===== config.mk =====
export PLATFORM = sky130hd
export DESIGN_NAME = logic_gate_n_sweep_flat
export DESIGN_NICKNAME = d
export VERILOG_FILES = /design/src/rtl/logic_gate_n_sweep_if.sv /design/src/rtl/logic_gate_n_sweep.sv /design/src/flat_wrapper.sv
export SDC_FILE = /design/constraint.sdc
export NUM_CORES = 1
export LEC_CHECK = 0
export ABC_AREA = 1
export CAP_MARGIN = 10
export CORE_UTILIZATION = 54
export CTS_BUF_LIST = sky130_fd_sc_hd__clkbuf_2 sky130_fd_sc_hd__clkbuf_4 sky130_fd_sc_hd__clkbuf_8
export CTS_CLUSTER_DIAMETER = 30
export DETAILED_ROUTE_END_ITERATION = 10
export PLACE_DENSITY = 0.92
export SYNTH_ARGS = -nofsm -noshare
export SYNTH_HDL_FRONTEND = slang
export SYNTH_SLANG_ARGS = --single-unit
export TNS_END_PERCENT = 100

===== constraint.sdc =====
create_clock -name clk -period 2.96 [get_ports clk]
set_clock_uncertainty 0.15 [all_clocks]
set_input_delay 0.296 -clock clk [delete_from_list [all_inputs] [get_ports clk]]
set_output_delay 0.296 -clock clk [all_outputs]
set_load 0.005 [all_outputs]

===== src/rtl/logic_gate_n_sweep_if.sv =====
// Gate/sweep bus for logic_gate_n_sweep: live inputs and requests in, gate and sweep status out.
interface logic_gate_n_sweep_if #(
    parameter int N = 3
);
    logic [N-1:0] x;
    logic [2:0]   op;
    logic         start;
    logic         z0;
    logic         busy;
    logic         done;
    logic [N-1:0] vec;
    logic [N:0]   ones_cnt;

    modport master (
        output x, op, start,
        input  z0, busy, done, vec, ones_cnt
    );

    modport slave (
        input  x, op, start,
        output z0, busy, done, vec, ones_cnt
    );
endinterface


===== src/rtl/logic_gate_n_sweep.sv =====
// N-input reduction gate with registered output and an exhaustive truth-table sweep engine.
// Optional LOGIC_GATE_SYNC_EN adds a 2-FF synchroniser on the live x inputs.
module logic_gate_n_sweep #(
    parameter int N     = 3,
    parameter int DWELL = 12
) (
    input  logic                 clk,
    input  logic                 rstn,
    logic_gate_n_sweep_if.slave  bus
);
    localparam int           DW    = (DWELL > 1) ? $clog2(DWELL) : 1;
    localparam logic [DW-1:0] DLAST = DW'(DWELL - 1);
    localparam logic [N-1:0]  VLAST = '1;

    typedef enum logic [1:0] {
        IDLE,
        SWEEP,
        DONE
    } state_t;

    state_t        state, state_nx;
    logic [2:0]    op_q;
    logic [N-1:0]  vec_q;
    logic [DW-1:0] dcnt;
    logic [N:0]    ones_q;
    logic          z0_q;
    logic [N-1:0]  x_g;
    logic          live_bit;
    logic          sweep_bit;
    logic          dwell_end;

    function automatic logic gate_f(input logic [N-1:0] v, input logic [2:0] f);
        case (f)
            3'd0:    return &v;
            3'd1:    return |v;
            3'd2:    return ^v;
            3'd3:    return ~&v;
            3'd4:    return ~|v;
            3'd5:    return ~^v;
            default: return 1'b0;
        endcase
    endfunction

`ifdef LOGIC_GATE_SYNC_EN
    logic [N-1:0] x_s1, x_s2;

    always_ff @(posedge clk or negedge rstn) begin
        if (!rstn) begin
            x_s1 <= '0;
            x_s2 <= '0;
        end else begin
            x_s1 <= bus.x;
            x_s2 <= x_s1;
        end
    end

    assign x_g = x_s2;
`else
    assign x_g = bus.x;
`endif

    assign live_bit  = gate_f(x_g, bus.op);
    assign sweep_bit = gate_f(vec_q, op_q);
    assign dwell_end = (dcnt == DLAST);

    always_comb begin
        state_nx = state;
        case (state)
            IDLE:    if (bus.start) state_nx = SWEEP;
            SWEEP:   if (dwell_end && vec_q == VLAST) state_nx = DONE;
            DONE:    state_nx = IDLE;
            default: state_nx = IDLE;
        endcase
    end

    // In DONE the gate already follows the live inputs again.
    always_ff @(posedge clk or negedge rstn) begin
        if (!rstn) begin
            state  <= IDLE;
            op_q   <= '0;
            vec_q  <= '0;
            dcnt   <= '0;
            ones_q <= '0;
            z0_q   <= 1'b0;
        end else begin
            state <= state_nx;
            case (state)
                IDLE: begin
                    z0_q <= live_bit;
                    if (bus.start) begin
                        op_q   <= bus.op;
                        vec_q  <= '0;
                        dcnt   <= '0;
                        ones_q <= '0;
                    end
                end
                SWEEP: begin
                    z0_q <= sweep_bit;
                    if (dwell_end) begin
                        ones_q <= ones_q + {{N{1'b0}}, sweep_bit};
                        dcnt   <= '0;
                        // Last vector returns vec to 0 for DONE instead of wrapping into another pass.
                        vec_q  <= (vec_q == VLAST) ? '0 : vec_q + N'(1);
                    end else begin
                        dcnt <= dcnt + DW'(1);
                    end
                end
                DONE: begin
                    z0_q <= live_bit;
                end
                default: ;
            endcase
        end
    end

    assign bus.z0       = z0_q;
    assign bus.busy     = (state == SWEEP);
    assign bus.done     = (state == DONE);
    assign bus.vec      = vec_q;
    assign bus.ones_cnt = ones_q;
endmodule


===== src/flat_wrapper.sv =====
// flat-port wrapper written by rule: the top's interface ports become plain ports
module logic_gate_n_sweep_flat 
#(
    parameter int N     = 3,
    parameter int DWELL = 12
)
  (clk, rstn, bus_x, bus_op, bus_start, bus_z0, bus_busy, bus_done, bus_vec, bus_ones_cnt);
  logic_gate_n_sweep_if #(.N(N)) bus_i ();
  input  logic clk;
  input  logic rstn;
  input wire logic [$bits(bus_i.x)-1:0] bus_x;
  input wire logic [$bits(bus_i.op)-1:0] bus_op;
  input wire logic [$bits(bus_i.start)-1:0] bus_start;
  output wire logic [$bits(bus_i.z0)-1:0] bus_z0;
  output wire logic [$bits(bus_i.busy)-1:0] bus_busy;
  output wire logic [$bits(bus_i.done)-1:0] bus_done;
  output wire logic [$bits(bus_i.vec)-1:0] bus_vec;
  output wire logic [$bits(bus_i.ones_cnt)-1:0] bus_ones_cnt;
  assign bus_i.x = bus_x;
  assign bus_i.op = bus_op;
  assign bus_i.start = bus_start;
  assign bus_z0 = bus_i.z0;
  assign bus_busy = bus_i.busy;
  assign bus_done = bus_i.done;
  assign bus_vec = bus_i.vec;
  assign bus_ones_cnt = bus_i.ones_cnt;
  logic_gate_n_sweep #(.N(N), .DWELL(DWELL)) u_core (.clk(clk), .rstn(rstn), .bus(bus_i));
endmodule

==> results of run 1 <==
-- state kept, by name, summed over array words and instances (netlist names) --
signal               count
u_core.state             2
u_core.bus.z0            1
u_core.dcnt              4
u_core.op_q              3
u_core.bus.vec           3
u_core.bus.ones_cnt      4
-- cell families (layout without fill, tap and decap cells) --
family                   Yosys count  count (layout)
AO/OA/AOI/OAI                     11              11
XOR/XNOR                           3               3
AND/OR/NAND/NOR                   85              85
adder cells (fa/ha/maj)            8               8
buffers and inverters             24              44
flip-flops                        17              17
-- layer usage --
layer / routed length, um / track usage / vias to the layer above / part of all wire
li1: - / - / 511 / -
met1: 957 / 0.292 / 482 / 0.41
met2: 1240 / 0.489 / 35 / 0.53
met3: 135 / 0.0462 / 4 / 0.057
met4: 20 / 0.0514 / 0 / 0.0085
met5: 0 / 0 / - / 0
-- placed cells by master, fill, tap and decap left out --
cell type        synthesis  final
nand2_2                  3      3
xnor2_1                  2      2
o31ai_2                  2      2
o22ai_1                  1      1
o21ai_1                  1      1
nand2_1                 45     45
clkinv_1                 1      1
nor2_1                  14     14
nor3b_2                  1      1
inv_1                   21     21
nor3_1                   3      3
clkdlybuf4s50_1          0     18
xor2_1                   1      1
a21oi_1                  1      1
clkbuf_4                 0      4
ha_1                     8      8
dfrtp_1                 17     17
o21ai_0                  6      6
nand3_1                 18     18
nand4_1                  1      1
-- power by group --
group | internal (mW) | total [mW] | switching (mW)
clock network | 0.0616 | 0.138 | 0.0765
logic | 0.169 | 0.354 | 0.184
registers | 0.295 | 0.358 | 0.0624
total | 0.526 | 0.849 | 0.323
-- worst register-to-register path, delay by kind of cell, from the launching register on --
family	cells	cell delay [ns]
fa+ha+maj	3	0.72
flops	1	0.42
simple gates	5	0.39
compound gates	1	0.24
buf+inv	2	0.19
xor+xnor	1	0.14
-- how the worst min path moves through the flow --
| stage | from | end | slack, ns | cells past startpoint |
|---|---|---|---|---|
| after floorplan | rstn | u_core.bus.ones_cnt[0]$_DFFE_PN0P_ | -0.15 | 0 |
| after global placement | u_core.dcnt[0]$_DFFE_PN0P_ | u_core.dcnt[0]$_DFFE_PN0P_ | 0.34 | 1 |
| after detailed placement | u_core.dcnt[0]$_DFFE_PN0P_ | u_core.dcnt[0]$_DFFE_PN0P_ | 0.34 | 1 |
| after CTS | rstn | u_core.dcnt[0]$_DFFE_PN0P_ | 0.33 | 1 |
| after global routing | rstn | u_core.bus.ones_cnt[3]$_DFFE_PN0P_ | 0.37 | 1 |
| final | rstn | u_core.dcnt[0]$_DFFE_PN0P_ | 0.29 | 1 |
-- stage by stage --
step,instances,utilization,cell area [sq um],total power [mW],hold slack (ns)
global placement,189,0.711,1280,0.688,0.337
detailed placement,189,0.711,1280,0.714,0.345
global route,193,0.728,1310,0.919,0.369
floorplan,148,-,1090,0.585,-0.150
finish,193,0.728,1310,0.849,0.292
CTS,193,0.728,1310,0.849,0.331
-- final cells by class --
class                      instances  area [sq um]
multi-input combinational        107           562
fill                             138           490
sequential                        17           425
timing repair buffer              18           180
inverter                          22          82.6
tap                               25          31.3
clock buffer                       4          30.0
==> results.cfg, run 1 <==
[status]
status = complete, no violations

[critical_path]
cp.required_ns = 3.01
worstPathMaxFanout = 4
crit_type = register to register
cp.arrival_ns = 2.40
crit_top_cell = ha_1
end_kind = register
cp_top_family = adder cells
start_kind = register
ff2ff_setup_slack_ns = 0.61
r2r-end = u_core.bus.ones_cnt[2]$_DFFE_PN0P_
cp_slowest_cell = dfrtp_1
path_depth = 12
cpPeakStageDelay_ns = 0.42
path_cells = inv_1 > ha_1 > inv_1 > nand2_1 > nand2_1 > nor2_1 > nor2_1 > nand3_1 > ha_1 > ha_1 > xnor2_1 > o31ai_2
crit_start = u_core.bus.vec[0]$_DFFE_PN0P_
timing.rr.start = u_core.bus.vec[0]$_DFFE_PN0P_
path_buf_inv = 2
endpoint = u_core.bus.ones_cnt[2]$_DFFE_PN0P_
reg2reg_depth = 12

[route]
routed_wl_mm = 2.35
ant_nets = 0
drc = 0
via_count = 1032
drtPass1Iterations = 4
routed_via_density = 5.35
drt_iter0_markers = 40
wl_per_cell_um = 12.2

[yosys]
synthTopCellsByCount = nand2_1 (45), inv_1 (21), nand3_1 (18), dfrtp_1 (17), nor2_1 (14)
synth_top_area_frac = 0.392
synth_area_per_cell_sq_um = 7.34
synth_top_area_cell = dfrtp_1
synth_top_cells_by_area = dfrtp_1 (39%), nand2_1 (16%), ha_1 (9.2%)
ys_seq_elements = 17
async_reset_ff_frac = 1.00
muxShareOfSynthArea = 0
synth.most_common_cell = nand2_1
synth_edf_count = 0
synthFlopType = dfrtp_1
synth_nets = 165
ys_seq_area_frac = 0.392
synth_simple_gate_area_frac = 0.335
synth_cell_types = 20
synth_warnings = 0
synth_xor_area_frac = 0.0242
synth_compound_area_frac = 0.0657
synth_top_family_by_area = simple AND/OR/NAND/NOR gates
synth_cells = 148
synth-adder-area-share = 0.0922
syn-cell-area_sq_um = 1090

[finish]
area_growth_syn_to_layout_pct = 20.7
antenna_cells = 0
fin_nets = 186
drive_above_1_share = 0.0595

[timing]
setup_violations = 0
maxSlewHeadroom = 0.483
worstMarginPinSlew_ns = 0.774
post-route-min-period_ns = 2.35
grt_setup_unrepaired = no
slew_viol_final = 0
fin_ws_ns = 0.608
hold_viol = 0
period_share = 0.794
timing.setup.tns_ns = 0
clock.fmax_mhz = 425

[floorplanning]
coreArea_sq_um = 1800
rows = 15
ioPinCount = 19
fp.dieArea_sq_um = 2190
start_util = 0.603
die_w_um = 46.8
die_h_um = 46.8

[global_route]
grt_max_degree = 18
gr-total-overflow = 0
antenna_found_initial = 0
grt_pass1_wl_mm = 3.89
gr-usage-all-layers = 0.254
first_global_vias = 961

[clocking]
clkSinkCount = 17
cts_tree = yes
cts_buffers = 3
clock_path_buffers = 2
cts_root_buffer = clkbuf_4
cts.clk_slew.worst_paths_ns = 0.11
cts_setup_buffers = 0
htreeDepth = 1
clk_latency_ns = 0.29
holdBufCountCts = 0
cts_resized = 0

[place]
globalplace.congestion = 0.898
pre_cts_slack_ns = 0.633
post-dp-hpwl_mm = 1.81
io_buffers = 18

[job]
max_cap_violations = 0

[power]
ir_worst_vdd_mv = 0.529
p_leak_nw = 0.683
powerDensity_nw_per_um2 = 648

[worst_hold_path]
min_path_type = input port to asynchronous set/reset pin
(Power assumes the default switching activity.)
==> run 2, diff against run 1 <==
==> constraint.sdc (replaced) <==
create_clock -name clk -period 2.35 [get_ports clk]
set_clock_uncertainty 0.15 [all_clocks]
set_input_delay 0.235 -clock clk [delete_from_list [all_inputs] [get_ports clk]]
set_output_delay 0.235 -clock clk [all_outputs]
set_load 0.005 [all_outputs]
==> run 2 against run 1 <==
Net effect: register-to-register slack worse by 0.52 ns; worst hold slack worse by 0.065 ns; sequential share of layout area is 0.49 points lower; power up 31%; critical path type unchanged; critical endpoint unchanged.
==> results.cfg, run 2 (synthesis gave the netlist of run 1 again) <==
[finish]
drive_above_1_share = 0.0828
final_common_cell = nand2_1
final_area_sq_um = 1330
area_growth_syn_to_layout_pct = 22.6
fillCellCount = 138
layout_common_cells = nand2_1 (45), inv_1 (19), nand3_1 (18), clkdlybuf4s50_1 (18), dfrtp_1 (17)
multi_input_area_sq_um = 574
seq_area_sq_um = 425
fin_nets = 187
antenna_cells = 0

[route]
drt_iter0_markers = 39
drtPass1Iterations = 4
wl_per_cell_um = 12.3
via_count = 1044
routed_wl_mm = 2.39
routed_via_density = 5.38
drc = 0
ant_nets = 0

[critical_path]
cpPeakStageDelay_ns = 0.43
crit_top_cell = ha_1
start_kind = register
path_buf_inv = 0
cp.arrival_ns = 2.31
end_kind = register
path_cells = ha_1 > ha_1 > nand3_1 > o21ai_0 > nand2_1 > nand3_1 > ha_1 > ha_1 > xnor2_1 > o31ai_2
crit_type = register to register
cp.required_ns = 2.40
cp_top_family = adder cells
cp_slowest_cell = dfrtp_1
worstPathMaxFanout = 3

[place]
io_buffers = 18
globalplace.congestion = 0.898
place_area_sq_um = 1280
post-dp-hpwl_mm = 1.81

[clocking]
cts.clk_slew.worst_paths_ns = 0.11
clkSinkCount = 17
cts_buffers = 3
holdBufCountCts = 0
cts_tree = yes
htreeDepth = 1
clk_latency_ns = 0.29
cts_root_buffer = clkbuf_4
clock_path_buffers = 2

[global_route]
gr-usage-all-layers = 0.254
first_global_vias = 959
grt_pass1_wl_mm = 3.88
antenna_found_initial = 0
gr-total-overflow = 0
grt_max_degree = 18

[timing]
hold_viol = 0
setup_violations = 0
period_share = 0.965
post-route-min-period_ns = 2.27
grt_setup_unrepaired = no
clock.fmax_mhz = 441
slew_viol_final = 0
worstMarginPinSlew_ns = 0.764
maxSlewHeadroom = 0.489
timing.setup.tns_ns = 0

[power]
powerDensity_nw_per_um2 = 837
ir_worst_vdd_mv = 0.669
p_leak_nw = 0.688

[floorplanning]
die_w_um = 46.8
fp.dieArea_sq_um = 2190
coreArea_sq_um = 1800
ioPinCount = 19
rows = 15
die_h_um = 46.8
start_util = 0.603

[job]
max_cap_violations = 0

[status]
status = complete, no violations

[worst_hold_path]
min_path_type = input port to asynchronous set/reset pin
[run 2: metrics by stage]
stage	power [mW]	cells	utilization	setup WS, ns	hold WS (ns)
after CTS	1.08	194	0.732	0.00952	0.270
after detailed placement	0.899	189	0.711	0.0234	0.345
after floorplan	0.737	148	-	0.252	-0.211
final	1.11	194	0.739	0.0834	0.227
after global routing	1.20	194	0.739	0.00124	0.308
after global placement	0.867	189	0.711	0.214	0.337
[run 2: repair_timing]
item                                    4_1_cts  5_1_grt
gates resized for setup                       0        3
buffers inserted                              1        0
endpoints found under the setup margin        1        2
[run 2: power by group]
part / leakage, nW / internal (mW) / switching (mW)
Combinational: 0.455 / 0.240 / 0.250
Clock: 0.0184 / 0.0775 / 0.0963
Sequential: 0.215 / 0.372 / 0.0784
Total: 0.688 / 0.690 / 0.424
[run 2: worst paths after layout]
check,end,cells past startpoint,from,slack (ns)
max,u_core.bus.ones_cnt[2]$_DFFE_PN0P_,10,u_core.bus.vec[0]$_DFFE_PN0P_,0.08
min,u_core.dcnt[0]$_DFFE_PN0P_,1,rstn,0.23
max reg2reg,u_core.bus.ones_cnt[2]$_DFFE_PN0P_,10,u_core.bus.vec[0]$_DFFE_PN0P_,0.08
min reg2reg,u_core.dcnt[0]$_DFFE_PN0P_,1,u_core.dcnt[0]$_DFFE_PN0P_,0.36
max in group asynchronous,u_core.op_q[1]$_DFFE_PN0P_,1,rstn,1.34
min in group clk,u_core.dcnt[0]$_DFFE_PN0P_,1,u_core.dcnt[0]$_DFFE_PN0P_,0.36
[run 2: layout make-up]
type / instances / share of cell area
clock buffers: 4 / 0.0226
inverters: 22 / 0.0620
multi-input cells: 107 / 0.431
flip-flops and latches: 17 / 0.320
well taps: 25 / 0.0235
repair buffers: 19 / 0.141
[run 2: metal layers]
layer,global-route usage,part of all wire
met2,0.489,0.52
met1,0.289,0.42
met5,0,0
met4,0.0514,0.017
met3,0.0462,0.042
[run 2: worst register-to-register path: stages, from the launching register on]
cell,delay [ns]
dfrtp_1,0.43
ha_1,0.21
ha_1,0.21
nand3_1,0.09
o21ai_0,0.10
nand2_1,0.09
nand3_1,0.10
ha_1,0.21
ha_1,0.20
xnor2_1,0.14
o31ai_2,0.24
==> run 3, diff against run 2 <==
--- a/config.mk
+++ b/config.mk
@@ -7,6 +7,7 @@
 export LEC_CHECK = 0
 export ABC_AREA = 1
 export CAP_MARGIN = 10
+export CORE_MARGIN = 2
 export CORE_UTILIZATION = 54
 export CTS_BUF_LIST = sky130_fd_sc_hd__clkbuf_2 sky130_fd_sc_hd__clkbuf_4 sky130_fd_sc_hd__clkbuf_8
 export CTS_CLUSTER_DIAMETER = 30
==> run 3 against run 2 <==
Net effect: largest cell class unchanged; critical path depth up 1; combinational power grew 6.1%; clock power about the same; worst hold slack worse by 0.00083 ns; wire length up 1.9%; non-clock buffer count rose by 1; critical path type unchanged.
==> results.cfg, run 3 (synthesis gave the netlist of run 1 again) <==
[status]
status = complete, no violations

[critical_path]
worstPathMaxFanout = 3
end_kind = register
ff2ff_setup_slack_ns = 0.18
cp.arrival_ns = 2.23
r2r-end = u_core.bus.ones_cnt[2]$_DFFE_PN0P_
timing.rr.start = u_core.bus.vec[0]$_DFFE_PN0P_
cp.required_ns = 2.41
crit_type = register to register
start_kind = register
reg2reg_depth = 11

[clocking]
holdBufCountCts = 0
clkSinkCount = 17
cts_buffers = 3
cts_root_buffer = clkbuf_4
cts_tree = yes
htreeDepth = 1
clock_path_buffers = 2
cts.clk_slew.worst_paths_ns = 0.10
clk_latency_ns = 0.30

[floorplanning]
die_w_um = 48.8
fp.dieArea_sq_um = 2390
ioPinCount = 19
die_h_um = 48.8
coreArea_sq_um = 1920
start_util = 0.565
rows = 16

[power]
p_sw_frac = 0.382
p_seq_frac = 0.390
ir_worst_vdd_mv = 0.713
p_leak_nw = 0.693
p_sw_uw = 433
powerDensity_nw_per_um2 = 839
comb_power_share = 0.459
internal_power_uw = 701
pwr-share-clk = 0.151

[finish]
area_growth_syn_to_layout_pct = 24.4
fin_nets = 188
final_core_util = 0.703
final_cells = 197
final_area_sq_um = 1350
layout_common_cells = nand2_1 (45), inv_1 (20), clkdlybuf4s50_1 (18)
antenna_cells = 0
drive_above_1_share = 0.100
final_common_cell = nand2_1

[place]
globalplace.congestion = 0.954
post-dp-hpwl_mm = 1.84
dp.cells = 191
io_buffers = 18
pre_cts_slack_ns = 0.0829
place_area_sq_um = 1280

[global_route]
grt_pass1_wl_mm = 4.06
gr-usage-all-layers = 0.218
grt_max_degree = 18
antenna_found_initial = 0
gr-total-overflow = 0
first_global_vias = 967

[route]
routed_via_density = 5.17
drc = 0
via_count = 1018
wl_per_cell_um = 12.4
drt_iter0_markers = 25
drtPass1Iterations = 4
routed_wl_mm = 2.44
ant_nets = 0

[timing]
hold_viol = 0
worstMarginPinSlew_ns = 0.774
fin_ws_ns = 0.177
maxSlewHeadroom = 0.483
period_share = 0.925
post-route-min-period_ns = 2.17
clock.fmax_mhz = 460
slew_viol_final = 0
setup_violations = 0

[job]
max_cap_violations = 0

[worst_hold_path]
min_path_type = input port to asynchronous set/reset pin
-- run 3: cell count changes in the layout (fill, tap and decap cells not counted) --
cell	previous run	this run
nand3_1	18	17
nand3_2	0	1
ha_1	7	5
ha_2	0	2
inv_2	2	1
buf_4	1	2
inv_1	19	20
-- run 3: metrics by stage --
stage	setup TNS, ns	hold WS [ns]	total power, mW
final	0	0.226	1.13
after global routing	-0.000885	0.286	1.24
after CTS	0	0.247	1.08
after detailed placement	0	0.350	0.910
after global placement	0	0.339	0.866
after floorplan	0	-0.211	0.737
-- run 3: cell type report --
class                   count  area (sq um)
inverters                  22          82.6
multi-input cells         107           584
clock buffers               4          30.0
repair buffers             20           195
flip-flops and latches     17           425
well taps                  27          33.8
fillers                   160           571
-- run 3: worst max-delay path by stage --
| stage | depth (start not counted) | from | to |
|---|---|---|---|
| after floorplan | 12 | u_core.bus.vec[0]$_DFFE_PN0P_ | u_core.bus.ones_cnt[2]$_DFFE_PN0P_ |
| after global placement | 12 | u_core.bus.vec[0]$_DFFE_PN0P_ | u_core.bus.ones_cnt[2]$_DFFE_PN0P_ |
| after detailed placement | 12 | u_core.bus.vec[0]$_DFFE_PN0P_ | u_core.bus.ones_cnt[2]$_DFFE_PN0P_ |
| after CTS | 12 | u_core.bus.vec[0]$_DFFE_PN0P_ | u_core.bus.ones_cnt[2]$_DFFE_PN0P_ |
| after global routing | 11 | u_core.bus.vec[0]$_DFFE_PN0P_ | u_core.bus.ones_cnt[2]$_DFFE_PN0P_ |
| final | 11 | u_core.bus.vec[0]$_DFFE_PN0P_ | u_core.bus.ones_cnt[2]$_DFFE_PN0P_ |
-- run 3: layer usage --
layer | wire, um | track usage
met5 | 0 | 0
met2 | 1310 | 0.388
met1 | 1000 | 0.258
met4 | 30 | 0.0667
met3 | 90 | 0.0552
-- run 3: power by group through the flow --
stage | Clock, mW | Sequential, mW | Combinational [mW]
3_3_place_gp | 0 | 0.446 | 0.419
3_5_place_dp | 0 | 0.453 | 0.457
5_1_grt | 0.196 | 0.454 | 0.586
6_report | 0.172 | 0.442 | 0.520
2_1_floorplan | 0 | 0.442 | 0.295
4_1_cts | 0.176 | 0.447 | 0.459
-- run 3: timing repair --
action,4_1_cts,5_1_grt
endpoints found under the setup margin,0,3
gates resized for setup,0,5
endpoints found under the hold margin,0,0
setup buffers,0,2
-- run 3: worst max-delay path, stage by stage, from the launching register on --
cell     delay (ns)
dfrtp_1        0.39
buf_4          0.14
ha_1           0.19
ha_2           0.19
nand3_1        0.07
o21ai_0        0.07
nand2_1        0.10
nand3_2        0.09
ha_2           0.19
ha_1           0.18
xnor2_1        0.13
o31ai_2        0.19
